<file path="config.mk">
export PLATFORM = sky130hd
export DESIGN_NAME = countdown_timer
export DESIGN_NICKNAME = d
export VERILOG_FILES = /design/src/rtl/countdown_timer.sv
export SDC_FILE = /design/constraint.sdc
export NUM_CORES = 1
export LEC_CHECK = 0
export BUFFER_PORTS_ARGS = -buffer_cell sky130_fd_sc_hd__buf_4
export CELL_PAD_IN_SITES_DETAIL_PLACEMENT = 0
export CELL_PAD_IN_SITES_GLOBAL_PLACEMENT = 1
export CORE_MARGIN = 10
export CORE_UTILIZATION = 35
export DETAILED_ROUTE_END_ITERATION = 10
export GPL_TIMING_DRIVEN = 1
export PLACE_DENSITY = 0.86
export SLEW_MARGIN = 20
export SYNTH_ARGS = -nofsm -noshare
export SYNTH_HDL_FRONTEND = slang
export SYNTH_SLANG_ARGS = --single-unit
export TNS_END_PERCENT = 10
</file>
<file path="constraint.sdc">
create_clock -name clk -period 2.2 [get_ports clk]
set_input_delay 0.11 -clock clk [delete_from_list [all_inputs] [get_ports clk]]
set_output_delay 0.11 -clock clk [all_outputs]
set_load 0.02 [all_outputs]
</file>
<file path="src/rtl/countdown_timer.sv">
// +----------------------------------------------------------------------------+
// | countdown_timer                                                            |
// | MM:SS BCD countdown with load, 1 Hz decrement, expiry pulse and alarm.     |
// | Optional macro: COUNTDOWN_PRESET_CLAMP_EN (clamp preset digits at load).   |
// | Revision: 1.0                                                              |
// +----------------------------------------------------------------------------+
`default_nettype none

module countdown_timer #(
   parameter int ALARM_TICKS = 10
) (
   input  logic       clk,
   input  logic       reset,
   input  logic       tick_1hz,
   input  logic       enable,
   input  logic       load,
   input  logic [3:0] preset_min_tens,
   input  logic [3:0] preset_min_ones,
   input  logic [3:0] preset_sec_tens,
   input  logic [3:0] preset_sec_ones,
   output logic [3:0] min_tens,
   output logic [3:0] min_ones,
   output logic [3:0] sec_tens,
   output logic [3:0] sec_ones,
   output logic       timer_done,
   output logic       expired_pulse,
   output logic       alarm
);

   localparam logic [7:0] c_alarm_ticks = 8'(ALARM_TICKS);

   logic [3:0] r_min_tens, r_min_ones, r_sec_tens, r_sec_ones;
   logic       r_expired_pulse;
   logic       r_alarm;
   logic [7:0] r_alarm_cnt;

   logic [3:0] w_ld_min_tens, w_ld_min_ones, w_ld_sec_tens, w_ld_sec_ones;
   logic [3:0] w_nx_min_tens, w_nx_min_ones, w_nx_sec_tens, w_nx_sec_ones;
   logic       w_so_borrow, w_st_borrow, w_mo_borrow;
   logic       w_zero;
   logic       w_dec;
   logic       w_expire;

`ifdef COUNTDOWN_PRESET_CLAMP_EN
   assign w_ld_min_tens = (preset_min_tens > 4'd9) ? 4'd9 : preset_min_tens;
   assign w_ld_min_ones = (preset_min_ones > 4'd9) ? 4'd9 : preset_min_ones;
   assign w_ld_sec_tens = (preset_sec_tens > 4'd5) ? 4'd5 : preset_sec_tens;
   assign w_ld_sec_ones = (preset_sec_ones > 4'd9) ? 4'd9 : preset_sec_ones;
`else
   assign w_ld_min_tens = preset_min_tens;
   assign w_ld_min_ones = preset_min_ones;
   assign w_ld_sec_tens = preset_sec_tens;
   assign w_ld_sec_ones = preset_sec_ones;
`endif

   assign w_zero = (r_min_tens == 4'd0) && (r_min_ones == 4'd0) &&
                   (r_sec_tens == 4'd0) && (r_sec_ones == 4'd0);

   // Borrow chain; out-of-range digits still just step down by one when nonzero.
   always_comb begin
      w_so_borrow   = (r_sec_ones == 4'd0);
      w_st_borrow   = w_so_borrow && (r_sec_tens == 4'd0);
      w_mo_borrow   = w_st_borrow && (r_min_ones == 4'd0);
      w_nx_sec_ones = w_so_borrow ? 4'd9 : r_sec_ones - 4'd1;
      w_nx_sec_tens = r_sec_tens;
      w_nx_min_ones = r_min_ones;
      w_nx_min_tens = r_min_tens;
      if (w_so_borrow)
         w_nx_sec_tens = (r_sec_tens == 4'd0) ? 4'd5 : r_sec_tens - 4'd1;
      if (w_st_borrow)
         w_nx_min_ones = (r_min_ones == 4'd0) ? 4'd9 : r_min_ones - 4'd1;
      if (w_mo_borrow)
         w_nx_min_tens = r_min_tens - 4'd1;
   end

   assign w_dec    = !load && enable && tick_1hz && !w_zero;
   assign w_expire = w_dec && (w_nx_min_tens == 4'd0) && (w_nx_min_ones == 4'd0) &&
                     (w_nx_sec_tens == 4'd0) && (w_nx_sec_ones == 4'd0);

   always_ff @(posedge clk or posedge reset) begin
      if (reset) begin
         r_min_tens <= 4'd0;
         r_min_ones <= 4'd0;
         r_sec_tens <= 4'd0;
         r_sec_ones <= 4'd0;
      end else if (load) begin
         r_min_tens <= w_ld_min_tens;
         r_min_ones <= w_ld_min_ones;
         r_sec_tens <= w_ld_sec_tens;
         r_sec_ones <= w_ld_sec_ones;
      end else if (w_dec) begin
         r_min_tens <= w_nx_min_tens;
         r_min_ones <= w_nx_min_ones;
         r_sec_tens <= w_nx_sec_tens;
         r_sec_ones <= w_nx_sec_ones;
      end
   end

   // Alarm ticks run off tick_1hz alone so a disabled count still times out the buzzer.
   always_ff @(posedge clk or posedge reset) begin
      if (reset) begin
         r_expired_pulse <= 1'b0;
         r_alarm         <= 1'b0;
         r_alarm_cnt     <= 8'd0;
      end else begin
         r_expired_pulse <= w_expire;
         if (load) begin
            r_alarm     <= 1'b0;
            r_alarm_cnt <= 8'd0;
         end else if (w_expire) begin
            r_alarm     <= 1'b1;
            r_alarm_cnt <= c_alarm_ticks;
         end else if (r_alarm && tick_1hz) begin
            r_alarm_cnt <= r_alarm_cnt - 8'd1;
            if (r_alarm_cnt <= 8'd1) begin
               r_alarm     <= 1'b0;
               r_alarm_cnt <= 8'd0;
            end
         end
      end
   end

   assign min_tens      = r_min_tens;
   assign min_ones      = r_min_ones;
   assign sec_tens      = r_sec_tens;
   assign sec_ones      = r_sec_ones;
   assign timer_done    = w_zero;
   assign expired_pulse = r_expired_pulse;
   assign alarm         = r_alarm;

endmodule

`default_nettype wire

</file>
==> run_results.csv, run 1 <==
group,metric,value,unit
sta,finalSetupViolations,0,
sta,relSlewSlack,72.4,%
die,die_h,87.2,um
grt,grt_pass1_vias,1675,
synth,synthAdderAreaFrac,3.17,%
synth,ys_warn_count,0,
setup_path,r2r-end,"min_tens[3]$_DFFE_PP0P_",
synth,muxShareOfSynthArea,0.633,%
synth,synth-seq-cells,26,
setup_path,worstSetupStartpointType,"flop",
setup_path,reg2reg_slack,0.13,ns
sta,fmax,483,MHz
sta,rsz0062_at_grt,"no",
synth,synthTopCellsByArea,"dfrtp_1 41%, nand2_1 5.9%, o311ai_0 4.4%",
synth,ys_types,45,
drt,drc,0,
pwr,p_per_area,534,nW/um^2
synth,ys_seq_area_share,41.2,%
synth,synth.top_cell.area_share,41.2,%
drt,vias,1579,
die,core,4350,sq um
finish,finalNetCount,257,
grt,track_usage,12.3,%
sta,period_share,94.2,%
flow_run,maxCapViolations,0,
setup_path,r2r-start,"sec_ones[2]$_DFFE_PP0P_",
pwr,leakage,0.000978,uW
synth,syn_area_per_cell,9.03,sq um
drt,dr.pass1.iters,4,
placement,gp_congestion,0.844,
clock_tree,cts.sinks,26,
grt,grt_pass1_wl,7940,um
clock_tree,clk_latency,0.27,ns
sta,skew,0.00217,ns
sta,layout_min_cycle_time,2.07,ns
synth,synthFlopType,"dfrtp_1",
die,die_x,87.2,um
sta,fin_setup_tns,0,ns
sta,finalMaxSlewViolations,0,
setup_path,crit_arrival,2.23,ns
placement,dp.cells,278,
clock_tree,cts_tree,"done",
grt,grt_overflow,0,
placement,place_hpwl,3450,um
setup_path,end_kind,"flop",
setup_path,crit_type,"reg -> reg",
clock_tree,cts_root_buf,"clkbuf_8",
synth,synthCells,175,
setup_path,required,2.36,ns
min_path,hp-class,"in -> reg",
finish,syn2layout_area_growth,34.8,%
synth,synth_compound_area_share,21.6,%
finish,nFillCells,406,
pwr,irDropWorstVdd,0.365,mV
run_status,status,"finished clean",
synth,synth_top_family_by_area,"simple AND/OR/NAND/NOR gates",
finish,drive_gt1_share,30.3,%
finish,diodes,0,
synth,syn-num-nets,200,
drt,drtAntennaViolNets,0,
synth,synth_xor_area_share,0,%
synth,synth_edf_count,0,
grt,antenna_found_initial,0,
drt,first_iter_violations,92,
sta,tightest_slew,0.414,ns
die,io_pins,40,
placement,port-buffer-count,39,
die,start_util,36.3,%
sta,final-hold-violation-count,0,
setup_path,critPathLaunch,"sec_ones[2]$_DFFE_PP0P_",
finish,final_cells,283,
clock_tree,numCtsBuffers,3,
clock_tree,clk_pin_slew,0.09,ns
die,num_rows,24,
synth,synthArstFlopShare,100,%
setup_path,cp-endpoint,"min_tens[3]$_DFFE_PP0P_",
die,die_area,7600,sq um
drt,wl,4450,um
synth,synth-simple-area-share,29.8,%
drt,via_per_inst,5.58,
grt,grt_max_degree,31,
drt,routedWlPerCell,15.7,um
synth,synthesis.area,1580,sq um
synth,yosys.area.top_type,"dfrtp_1",
clock_tree,cts-htree-levels,1,
setup_path,worstRegToRegCells,5,
clock_tree,clk_path_buf_depth,2,
setup_path,cp_max_fo,7,
[power breakdown]
part	total (uW)	leakage (uW)	switching, uW	internal, uW
Clock	312	0.0000288	152	160
Combinational	285	0.000616	157	128
Sequential	539	0.000333	33.2	506
Total	1140	0.000978	342	794
[metal layers]
metal | routed length (um) | up-vias | track usage [%]
met5 | 0 | - | 0
met4 | 51 | 0 | 2.46
met3 | 216 | 8 | 2.72
met2 | 2220 | 44 | 21.3
met1 | 1970 | 753 | 15.3
li1 | - | 774 | -
[layout by cell type, fill, tap and decap left out, drive strengths merged, types with 2 or more instances in the layout]
master / count
buf: 55
dfrtp: 26
nand2: 25
nor2: 17
inv: 11
o211ai: 8
o311ai: 8
nand3: 7
a21oi: 6
nor4: 6
nor3: 5
nor2b: 4
ha: 4
clkbuf: 4
or3: 4
a31oi: 3
or4: 3
o21ai: 3
or2: 3
o21bai: 2
a211o: 2
nand2b: 2
nand3b: 2
a221o: 2
nand4: 2
[worst min-delay path by stage]
stage | end | depth (start not counted) | slack [ns] | from
floorplan | alarm$_DFFE_PP0P_ | 1 | 0.15 | reset
global placement | sec_ones[3]$_DFFE_PP0P_ | 3 | 0.19 | reset
detailed placement | r_alarm_cnt[0]$_DFFE_PP0P_ | 3 | 0.20 | reset
CTS | min_ones[2]$_DFFE_PP0P_ | 3 | 0.05 | preset_min_ones[2]
global route | min_tens[3]$_DFFE_PP0P_ | 2 | 0.07 | preset_min_tens[3]
finish | min_ones[2]$_DFFE_PP0P_ | 3 | 0.04 | preset_min_ones[2]
[cells in the mapped netlist (4+ instances only)]
master / count
dfrtp_1: 26
nand2_1: 25
nor2_1: 17
inv_1: 11
o211ai_1: 8
o311ai_0: 8
nand3_1: 7
a21oi_1: 6
nor3_1: 5
clkbuf_1: 4
ha_1: 4
nor2b_1: 4
nor4_1: 4
[repair_timing]
action | in CTS | in global routing
hold endpoints to repair | 26 | 0
gates resized for setup | 0 | 3
hold buffers | 1 | 0
endpoints found under the setup margin | 0 | 10
buffers inserted | 0 | 0
[flip-flops by register name, indices dropped and copies added (netlist names)]
register,flops
expired_pulse,1
sec_ones,4
min_ones,4
sec_tens,4
min_tens,4
r_alarm_cnt,8
alarm,1
[cell families after synthesis]
family | count (synthesis)
AO/OA/AOI/OAI | 43
multiplexers | 1
AND/OR/NAND/NOR | 86
flip-flops | 26
buffers and inverters | 15
adder cells (fa/ha/maj) | 4
[cell type report]
cell class / instances / area (sq um) / share of cell area [%]
multi-input combinational: 134 / 891 / 41.8
timing repair buffer: 56 / 427 / 20.0
sequential: 26 / 651 / 30.6
tap: 52 / 65.1 / 3.06
clock buffer: 4 / 55.1 / 2.59
inverter: 11 / 41.3 / 1.94
[stage by stage]
step / utilization, % / cell area [sq um] / hold slack [ns] / power (uW) / setup slack, ns
final: 48.9 / 2130 / 0.0449 / 1140 / 0.128
after global routing: 48.9 / 2130 / 0.0654 / 1200 / 0.0133
after CTS: 48.4 / 2110 / 0.0455 / 1140 / 0.100
after detailed placement: 46.9 / 2040 / 0.195 / 829 / 0.112
after global placement: 46.9 / 2040 / 0.191 / 827 / 0.132
after floorplan: - / 1580 / 0.150 / 683 / 0.0122
[critical path: stages, from the launching register on]
cell and delay (ns):
dfrtp_1 0.42, nor4_4 0.38, nand4_4 0.18, or4_1 0.45, o31a_1 0.25, a221o_1 0.28
Power figures use the tool's default switching activity.
==> run 2, diff against run 1 <==
--- a/config.mk
+++ b/config.mk
@@ -13,6 +13,7 @@
 export DETAILED_ROUTE_END_ITERATION = 10
 export GPL_TIMING_DRIVEN = 1
 export PLACE_DENSITY = 0.86
+export SETUP_SLACK_MARGIN = 0.5
 export SLEW_MARGIN = 20
 export SYNTH_ARGS = -nofsm -noshare
 export SYNTH_HDL_FRONTEND = slang
==> run 2 against run 1 <==
  * Utilization is 1.1 points higher
  * Largest cell class unchanged
  * Final cell count is 1.1% higher
  * Register-to-register slack worse by 0.03 ns
  * Critical endpoint unchanged
  * Highest routed layer unchanged
==> run_results.csv, run 2 (synthesis results as in run 1) <==
group,metric,value,unit
min_path,whs_path_depth,3,
setup_path,required,2.36,ns
setup_path,worstRegToRegCells,5,
sta,tightest_slew,0.521,ns
setup_path,crit_type,"reg -> reg",
clock_tree,clk_pin_slew,0.09,ns
finish,postLayoutCoreUtil,50.1,%
min_path,min_from,"preset_min_ones[2]",
sta,relSlewSlack,65.2,%
clock_tree,cts-htree-levels,1,
finish,final_cell_mix,"57 x buf_4, 24 x nand2_1, 24 x dfrtp_1",
placement,port-buffer-count,39,
setup_path,reg2reg_slack,0.1,ns
setup_path,cp_max_fo,5,
grt,antenna_found_initial,0,
sta,skew,0.00641,ns
finish,finalNetCount,260,
min_path,hp-class,"in -> reg",
pwr,leakage,0.00100,uW
die,die_x,87.2,um
sta,finalMaxSlewViolations,0,
grt,grt_overflow,0,
setup_path,end_kind,"flop",
setup_path,worstSetupStartpointType,"flop",
finish,multi_input_area,900,sq um
drt,first_iter_violations,57,
placement,gp_congestion,0.832,
sta,fmax,476,MHz
sta,period_share,95.5,%
clock_tree,clk_latency,0.28,ns
sta,final-hold-violation-count,0,
clock_tree,numCtsBuffers,3,
finish,largest-register,"r_alarm_cnt",
sta,rsz0062_at_grt,"yes",
die,die_h,87.2,um
finish,mostFrequentLayoutCell,"buf_4",
finish,drive_gt1_share,33.3,%
finish,diodes,0,
grt,grt_pass1_vias,1672,
flow_run,maxCapViolations,0,
die,die_area,7600,sq um
die,start_util,36.3,%
drt,drtAntennaViolNets,0,
setup_path,r2r-start,"sec_tens[0]$_DFFE_PP0P_",
sta,whs,0.0377,ns
finish,syn2layout_area_growth,37.9,%
grt,grt_max_degree,31,
clock_tree,clk_path_buf_depth,2,
sta,fin_setup_tns,0,ns
placement,place_hpwl,3590,um
finish,largest_register_ffs,8,
drt,wl,4580,um
die,core,4350,sq um
die,num_rows,24,
drt,routedWlPerCell,16.0,um
drt,via_per_inst,5.63,
drt,drc,0,
sta,layout_min_cycle_time,2.10,ns
grt,grt_pass1_wl,8020,um
setup_path,r2r-end,"min_tens[3]$_DFFE_PP0P_",
finish,seqCellArea,653,sq um
drt,vias,1611,
pwr,irDropWorstVdd,0.313,mV
setup_path,crit_arrival,2.26,ns
clock_tree,cts.sinks,26,
clock_tree,cts_root_buf,"clkbuf_8",
sta,finalSetupViolations,0,
pwr,p_per_area,565,nW/um^2
clock_tree,cts_tree,"done",
grt,track_usage,12.7,%
finish,nFillCells,424,
placement,dp.cells,278,
drt,dr.pass1.iters,4,
finish,final_cells,286,
run_status,status,"finished clean",
min_path,hold_path_end,"min_ones[2]$_DFFE_PP0P_",
die,io_pins,40,
==> run 2: final cells by class <==
type | instances | area share (%)
Clock buffer | 3 | 1.89
Clock inverter | 1 | 1.38
Inverter | 11 | 1.89
Multi-Input combinational cell | 134 | 41.3
Sequential cell | 26 | 30.0
Tap cell | 52 | 2.99
Timing Repair Buffer | 59 | 20.6
==> run 2: worst max-delay path, cell delays in order, from the launching register on <==
cell     delay [ns]
dfrtp_2        0.43
nor4_4         0.37
nand4_2        0.20
or4_4          0.45
o31a_1         0.25
a221o_1        0.28
==> run 2: worst max path at each step <==
| stage | from | end | cells past startpoint |
|---|---|---|---|
| 6_report | sec_tens[0]$_DFFE_PP0P_ | min_tens[3]$_DFFE_PP0P_ | 5 |
| 3_3_place_gp | sec_ones[3]$_DFFE_PP0P_ | min_tens[3]$_DFFE_PP0P_ | 5 |
| 2_1_floorplan | sec_ones[3]$_DFFE_PP0P_ | min_tens[3]$_DFFE_PP0P_ | 5 |
| 3_5_place_dp | sec_ones[3]$_DFFE_PP0P_ | min_tens[3]$_DFFE_PP0P_ | 5 |
| 5_1_grt | sec_tens[0]$_DFFE_PP0P_ | min_tens[3]$_DFFE_PP0P_ | 5 |
| 4_1_cts | sec_ones[2]$_DFFE_PP0P_ | min_tens[3]$_DFFE_PP0P_ | 5 |
==> run 2: per-layer routing <==
layer	track usage [%]	vias to the layer above	part of all wire, %
met3	3.28	15	5.9
met2	21.5	61	49
met4	4.93	0	2.9
met5	0	-	0
met1	15.0	761	42
li1	-	774	-
==> run 2: power breakdown <==
group	total, uW	internal [uW]	switching [uW]
Sequential	544	507	37.4
Combinational	287	132	156
Clock	400	244	156
Total	1230	882	349
==> run 2: repair_timing <==
action,in CTS,in global routing
endpoints found under the setup margin,25,27
pin swaps,2,1
setup buffers,2,1
gates resized for setup,2,3
hold buffers,1,0
endpoints found under the hold margin,12,0
==> run 2: metrics by stage <==
stage                     cell area, sq um  power [uW]  worst slack, ns
final                                 2180        1230           0.0984
after global routing                  2180        1300           0.0443
after CTS                             2160        1240            0.116
after global placement                2050         829            0.125
after detailed placement              2050         832           0.0730
after floorplan                       1590         688            0.100
